===== src/rtl/fir_symmetric_mc.sv =====
// Symmetric (linear-phase) FIR with per-channel delay lines sharing one pre-add MAC.
// One folded tap pair is accumulated per cycle, so a result appears HALF cycles after the accept.
module fir_symmetric_mc #(
  parameter int DATA_W   = 8,
  parameter int COEF_W   = 9,
  parameter int NUM_TAPS = 22,
  parameter int NUM_CH   = 2,
  parameter int ACC_W    = DATA_W + 1 + COEF_W + $clog2(NUM_TAPS / 2),
  localparam int HALF    = NUM_TAPS / 2,
  localparam int CH_W    = (NUM_CH > 1) ? $clog2(NUM_CH) : 1,
  localparam int AW      = (HALF > 1) ? $clog2(HALF) : 1
) (
  input  logic                     CLK_Filter,
  input  logic                     rst_n,
  input  logic                     in_valid,
  output logic                     in_ready,
  input  logic [CH_W-1:0]          in_ch,
  input  logic [DATA_W-1:0]        in_data,
  input  logic                     coef_we,
  input  logic [AW-1:0]            coef_addr,
  input  logic signed [COEF_W-1:0] coef_data,
  output logic                     out_valid,
  output logic [CH_W-1:0]          out_ch,
  output logic signed [ACC_W-1:0]  out_data
);

  localparam int TW    = $clog2(NUM_TAPS);
  localparam int PW    = DATA_W + 2 + COEF_W;
  localparam int EXT_W = (ACC_W > PW) ? ACC_W : PW;

  typedef enum logic {S_IDLE = 1'b0, S_ACCUM = 1'b1} state_t;

  // Narrow accumulators wrap in two's complement; wide ones sign-extend the product.
  function automatic logic signed [ACC_W-1:0] wrap_acc(input logic signed [PW-1:0] v);
    logic signed [EXT_W-1:0] ext;
    ext = EXT_W'(v);
    return ext[ACC_W-1:0];
  endfunction

  state_t                          r_state;
  state_t                          w_state_nxt;
  logic [NUM_TAPS-1:0][DATA_W-1:0] r_line [NUM_CH];
  logic [HALF-1:0][COEF_W-1:0]     r_coef;
  logic signed [ACC_W-1:0]         r_acc;
  logic [AW-1:0]                   r_k;
  logic [CH_W-1:0]                 r_ch;

  logic                            w_accept;
  logic                            w_coef_wr;
  logic                            w_last;
  logic [TW-1:0]                   w_idx_lo;
  logic [TW-1:0]                   w_idx_hi;
  logic [DATA_W-1:0]               w_tap_lo;
  logic [DATA_W-1:0]               w_tap_hi;
  logic [DATA_W:0]                 w_pre;
  logic signed [PW-1:0]            w_prod;
  logic signed [ACC_W-1:0]         w_term;
  logic signed [ACC_W-1:0]         w_acc_sum;

  assign in_ready  = (r_state == S_IDLE);
  assign w_accept  = (r_state == S_IDLE) && in_valid &&
                     ({1'b0, in_ch} < (CH_W + 1)'(NUM_CH));
  assign w_coef_wr = (r_state == S_IDLE) && coef_we &&
                     ({1'b0, coef_addr} < (AW + 1)'(HALF));
  assign w_last    = (r_k == AW'(HALF - 1));

  // Folded pair k combines tap k with its mirror NUM_TAPS-1-k.
  assign w_idx_lo  = TW'(r_k);
  assign w_idx_hi  = TW'(NUM_TAPS - 1) - TW'(r_k);
  assign w_tap_lo  = r_line[r_ch][w_idx_lo];
  assign w_tap_hi  = r_line[r_ch][w_idx_hi];
  assign w_pre     = {1'b0, w_tap_lo} + {1'b0, w_tap_hi};
  assign w_prod    = PW'($signed({1'b0, w_pre})) * PW'($signed(r_coef[r_k]));
  assign w_term    = wrap_acc(w_prod);
  assign w_acc_sum = r_acc + w_term;

  always_ff @(posedge CLK_Filter or posedge rst_n) begin
    if (rst_n) begin
      r_state <= S_IDLE;
    end else begin
      r_state <= w_state_nxt;
    end
  end

  always_comb begin
    w_state_nxt = r_state;
    case (r_state)
      S_IDLE:  if (w_accept) w_state_nxt = S_ACCUM;
      S_ACCUM: if (w_last)   w_state_nxt = S_IDLE;
      default: w_state_nxt = S_IDLE;
    endcase
  end

  always_ff @(posedge CLK_Filter or posedge rst_n) begin
    if (rst_n) begin
      for (int c = 0; c < NUM_CH; c++) r_line[c] <= '0;
      r_coef    <= '0;
      r_acc     <= '0;
      r_k       <= '0;
      r_ch      <= '0;
      out_valid <= 1'b0;
      out_ch    <= '0;
      out_data  <= '0;
    end else begin
      out_valid <= 1'b0;
      // A coefficient written in the accept cycle is already in place for the first MAC step.
      if (w_coef_wr) r_coef[coef_addr] <= coef_data;
      if (w_accept) begin
        r_line[in_ch] <= {r_line[in_ch][NUM_TAPS-2:0], in_data};
        r_ch          <= in_ch;
        r_acc         <= '0;
        r_k           <= '0;
      end
      if (r_state == S_ACCUM) begin
        r_acc <= w_acc_sum;
        r_k   <= r_k + AW'(1);
        if (w_last) begin
          out_data  <= w_acc_sum;
          out_ch    <= r_ch;
          out_valid <= 1'b1;
        end
      end
    end
  end

endmodule


===== config.mk =====
export PLATFORM = sky130hd
export DESIGN_NAME = fir_symmetric_mc
export DESIGN_NICKNAME = d
export VERILOG_FILES = /design/src/rtl/fir_symmetric_mc.sv
export SDC_FILE = /design/constraint.sdc
export NUM_CORES = 2
export LEC_CHECK = 0
export BUFFER_PORTS_ARGS = -buffer_cell sky130_fd_sc_hd__buf_4
export CAP_MARGIN = 15
export CORE_UTILIZATION = 30
export DETAILED_ROUTE_END_ITERATION = 16
export HOLD_SLACK_MARGIN = 0.15
export PLACE_DENSITY_LB_ADDON = 0.1
export SLEW_MARGIN = 15
export SYNTH_ARGS = -nofsm -noshare
export SYNTH_HDL_FRONTEND = slang
export SYNTH_SLANG_ARGS = --single-unit

===== constraint.sdc =====
create_clock -name CLK_Filter -period 22.3 [get_ports CLK_Filter]
set_input_delay 4.46 -clock CLK_Filter [delete_from_list [all_inputs] [get_ports CLK_Filter]]
set_output_delay 4.46 -clock CLK_Filter [all_outputs]
set_load 0.1 [all_outputs]

Word-level counts from Yosys, hierarchy flattened
Cells that the tools add are included.
- add/subtract/negate cells: 4
- multipliers: 1
- magnitude comparators: 9
- eq/ne operators: 1
- multiplexer cells: 27
- bitwise logic cells: 3
- reductions and logical operators: 7
- operators with widths (operator ; count):
    2-to-1 mux 176 bit ; 4
    2-to-1 mux 168 bit ; 3
    bitwise mux 352 bit ; 1
    demux 176 bit (select 1 bit) ; 1
    bitwise mux 99 bit ; 1
    2-to-1 mux 22 bit ; 2
    binary-select mux 8 bit (select 5 bit) ; 1
    binary-select mux 9 bit (select 4 bit) ; 1
    demux 9 bit (select 4 bit) ; 1
    binary-select mux 8 bit (select 4 bit) ; 1
    adder 22 x 19 -> 22 bit ; 1
    multiplier 10 x 9 -> 19 bit ; 1
    2-to-1 mux 9 bit ; 2
    2-to-1 mux 8 bit ; 2
    < comparator 4 x 5 -> 1 bit, second input constant ; 2
    adder 8 x 8 -> 9 bit ; 1
    2-to-1 mux 4 bit ; 2
    < comparator 4 x 6 -> 1 bit, second input constant ; 1
    < comparator 5 x 6 -> 1 bit, second input constant ; 1
    logical AND 1 bit ; 5
    subtractor 5 x 4 -> 5 bit, first input constant ; 1
    adder 4 x 1 -> 4 bit, second input constant ; 1
    == test 4 bit, second input constant ; 1
    >= comparator 2 bit, second input constant ; 2
    9 further kinds ; 13
- register bits: 503
- logic and storage cells: 114

Longest topological paths before layout
- depth after elaboration: 10
- mapped depth: 37
- depth with buffers taken out: 33

Worst setup path after synthesis
Ideal clock, no wire load.
- kind: register to register
- start: register r_k[1]
- end: register out_data[21]
- setup time: 0.125 ns
- data arrival time: 8.213 ns
- required time: 22.175 ns
- path slack: 13.961 ns
- stages on the path, launching flop included: 30
- period minus slack after synthesis: 8.339 ns
- path through: dfrtp_1 -> ha_1 -> clkbuf_1 -> clkbuf_1 -> clkbuf_1 -> mux4_2 -> mux2i_1 -> a21oi_1 -> ha_1 -> fa_1 -> a21o_1 -> a21oi_1 -> o21ai_0 -> a21oi_1 -> xor2_1 -> nor2_1 -> fa_1 -> fa_1 -> fa_1 -> fa_1 -> inv_1 -> fa_1 -> inv_1 -> ha_1 -> and3_1 -> a31oi_1 -> a41oi_1 -> a221oi_2 -> xnor2_1 -> mux2_2
- cells in the longest elaborated chain, start to end: 6
- elaborated cells between the ends (all ways): 12
- those cells by class: add/sub (3); mul (1); eq/ne (1); mux (6); reduce/logical (1)
- RTL lines (item ; line ; source):
    from (decl) ; 45 ; logic [AW-1:0] r_k;
    from (signal assigned) ; 116 ; r_k <= r_k + AW'(1);
    subtractor 5 x 4 -> 5 bit ; 69 ; assign w_idx_hi = TW'(NUM_TAPS - 1) - TW'(r_k);
    binary-select mux 8 bit (select 5 bit) ; 71 ; assign w_tap_hi = r_line[r_ch][w_idx_hi];
    2-to-1 mux 8 bit (implied by the code) ; 71 ;
    adder 8 x 8 -> 9 bit ; 72 ; assign w_pre = {1'b0, w_tap_lo} + {1'b0, w_tap_hi};
    multiplier 10 x 9 -> 19 bit ; 73 ; assign w_prod = PW'($signed({1'b0, w_pre})) * PW'($signed(r_coef[r_k]));
    adder 22 x 19 -> 22 bit ; 75 ; assign w_acc_sum = r_acc + w_term;
    to (signal assigned) ; 118 ; out_data <= w_acc_sum;
    to (decl) ; 24 ; output logic signed [ACC_W-1:0] out_data
Several ways; a longest one is shown, not always the timed one. The select of a mux whose other input is x is not followed.
A chain may end at the register's enable or synchronous reset.

Worst setup path in the final report
- start: register r_k[0]
- end: register out_data[21]
Same word-level chain as after synthesis.

==> impl_metrics.tcl <==
set metrics [dict create \
    fin_nets 2245 \
    clock_latency_ps 580 \
    fin_cells 3374 \
    drtPass1Iterations 4 \
    grt_max_degree 178 \
    critPathKind "flip-flop to flip-flop" \
    clockBufferDepth 3 \
    num_vias 16657 \
    vias_per_cell 4.937 \
    yosysTopAreaCellShare_pct 44.55 \
    layout-drive-gt1-share_pct 39.39 \
    core_area_sq_um 93330 \
    syn_inst 2063 \
    clock_sinks 503 \
    initial_core_util_pct 30.27 \
    period_share_pct 45.78 \
    crit_top_cell "fa_1" \
    peakVddDrop_mv 0.1428 \
    drt_iter0_drc 719 \
    die-area_sq_um 95400 \
    synth_top_family_by_area "multiplexers" \
    syn_area_per_cell_sq_um 13.69 \
    ys_seq_area_share_pct 44.55 \
    synthArstFlopShare_pct 100.0 \
    die_w_um 308.9 \
    status "finished clean" \
    area_growth_pct 13.13 \
    ys_ff_latch 503 \
    crit_arrival_ps 10670 \
    ys_types 50 \
    fin_tns_setup_ps 0 \
    dieHeight_um 308.9 \
    synthMuxAreaShare_pct 34.19 \
    synthXorXnorAreaFrac_pct 0.8990 \
    crit_family "adder cells" \
    worst_pin_slew_ps 1090 \
    maxSlewHeadroom_pct 27.36 \
    layout_min_cycle_time_ps 10210 \
    setup.worst_path.start_class "flip-flop" \
    cts-root-buf "clkbuf_16" \
    synth_ff_type "dfrtp_1" \
    drt_drc_violations_left 0 \
    path_clk_slew_ps 60 \
    report.final.slew_viol_count 0 \
    antenna_found_initial 0 \
    final_common_cell "dfrtp_1" \
    synth-compound-area-share_pct 4.167 \
    diodes 0 \
    crit_fanout 49 \
    htree_num_levels 3 \
    post_cts_buffers 0 \
    gp_routability_congestion 0.8135 \
    grt_pass1_wl_mm 107.5 \
    leakage_nw 14.95 \
    synth_edf_count 0 \
    synth_area_sq_um 28250 \
    maxCapViolations 0 \
    required_ps 22770 \
    ys_top_cells_by_area "dfrtp_1 45%, mux2_2 19%, mux4_2 14%" \
    hp-class "flip-flop to flip-flop" \
    synth-simple-area-share_pct 4.243 \
    most-common-layout-cells "498 x dfrtp_1, 479 x mux2_2, 173 x mux4_2" \
    rows 112 \
    cts_buffers 66 \
    synth_nets 2233 \
    grt_pass1_vias 17872 \
    cp_slowest_cell "dfrtp_4" \
    ant_nets 0 \
    skew_ps 11.86 \
    layout_setup_ws_ps 12090 \
    cts_tree "built" \
    drt-total-wl_mm 66.67 \
    finalHoldViolCount 0 \
    worst-path-buf-inv 3 \
    track_usage_pct 14.48 \
    yosysTopAreaCell "dfrtp_1" \
    slowest_delay_ps 1070 \
    setup_violations 0 \
    post_cts_resized 0 \
    hpwl_mm 42.41 \
    port_buffers 50 \
    powerDensity_nw_per_um2 153.1 \
    wl_per_cell_um 19.76 \
    grt-ovfl-total 0 \
    dpl.cell_count 3261 \
    pin_count 51 \
    final_core_util_pct 34.25 \
    crit_path_end_kind "flip-flop" \
    fmax_mhz 97.96 \
    grt_setup_unrepaired "false" \
    synth_fa_ha_area_share_pct 8.131 \
    place_ws_ps 12020 \
    yosysWarnings 0 \
    cts_hold_buffers 0 \
]
==> synthesized netlist by cell type, types with 12 or more instances <==
master and instances:
o21ai_0 75, nand2_1 117, xnor2_1 17, xor2_1 12, nor2_1 51, mux4_2 173, mux2_2 479, nand2b_1 21
ha_1 78, mux2i_1 37, a21o_1 13, dfrtp_1 503, nor2b_1 30, inv_1 112, a21oi_1 48, buf_2 54
clkbuf_1 48, fa_1 66, a211oi_1 19
==> power breakdown <==
part,internal (W),switching (W)
clock network,0.000657,0.000403
registers,0.00107,0.000148
logic,0.00105,0.00157
==> per-layer routing <==
metal	GRT usage, %	wire length (um)	up-vias
li1	-	-	7534
met1	20.58	32360	8830
met2	22.71	30790	199
met3	2.096	1975	94
met4	4.617	1540	0
met5	0	0	-
==> worst reg2reg max path: stages, from the launching register on <==
cell and delay [ps]:
dfrtp_4 1070, buf_4 880, mux4_2 650, mux4_2 470, mux2i_1 150, a21oi_1 100, ha_1 290, fa_1 460
a21o_1 200, a21oi_1 290, o21ai_0 140, a21oi_1 360, xor2_1 350, nor2_1 130, fa_1 530, fa_1 570
fa_1 440, fa_1 490, inv_1 50, fa_1 470, inv_1 40, ha_1 350, and3_1 230, a31oi_1 270
a41oi_1 360, a221oi_2 400, xnor2_1 120, mux2_2 260
==> registers in the layout, summed over array words and instances (netlist names) <==
signal     count
r_coef        99
out_valid      1
out_ch         1
r_acc         22
out_data      22
r_k            4
r_ch           1
r_state        1
r_line       352
==> logic make-up after synthesis <==
logic type	Yosys count
mux	689
flops	503
fa+ha+maj	144
simple gates	261
buf+inv	242
xor+xnor	29
compound gates	195
==> area by class of cell <==
type / count / area [sq um]
Timing Repair Buffer: 71 / 583.1
Clock buffer: 99 / 1939
Inverter: 115 / 439.2
Tap cell: 1254 / 1569
Fill cell: 9209 / 61370
Multi-Input combinational cell: 1318 / 14620
Clock inverter: 14 / 215.2
Sequential cell: 503 / 12600
==> per-stage QoR <==
stage          power [W]  area, sq um  hold WS, ps
2_1_floorplan   0.003223        28250        449.8
3_3_place_gp    0.003862        29810        465.8
3_5_place_dp    0.003892        29810        469.1
4_1_cts         0.004993        31960        484.8
5_1_grt         0.005337        31960        500.3
6_report        0.004895        31960        475.7
==> worst paths after layout <==
kind / from / slack (ps) / to / cells after the start
hold reg to reg: out_data[15] / 480 / out_data[15] / 2
hold / removal: out_data[15] / 480 / out_data[15] / 2
setup / recovery: r_k[0] / 12090 / out_data[21] / 27
max in group asynchronous: rst_n / 15500 / r_ch / 5
min in group asynchronous: rst_n / 3960 / out_data[4] / 2
setup reg to reg: r_k[0] / 12090 / out_data[21] / 27
Power figures use the tool's default switching activity.
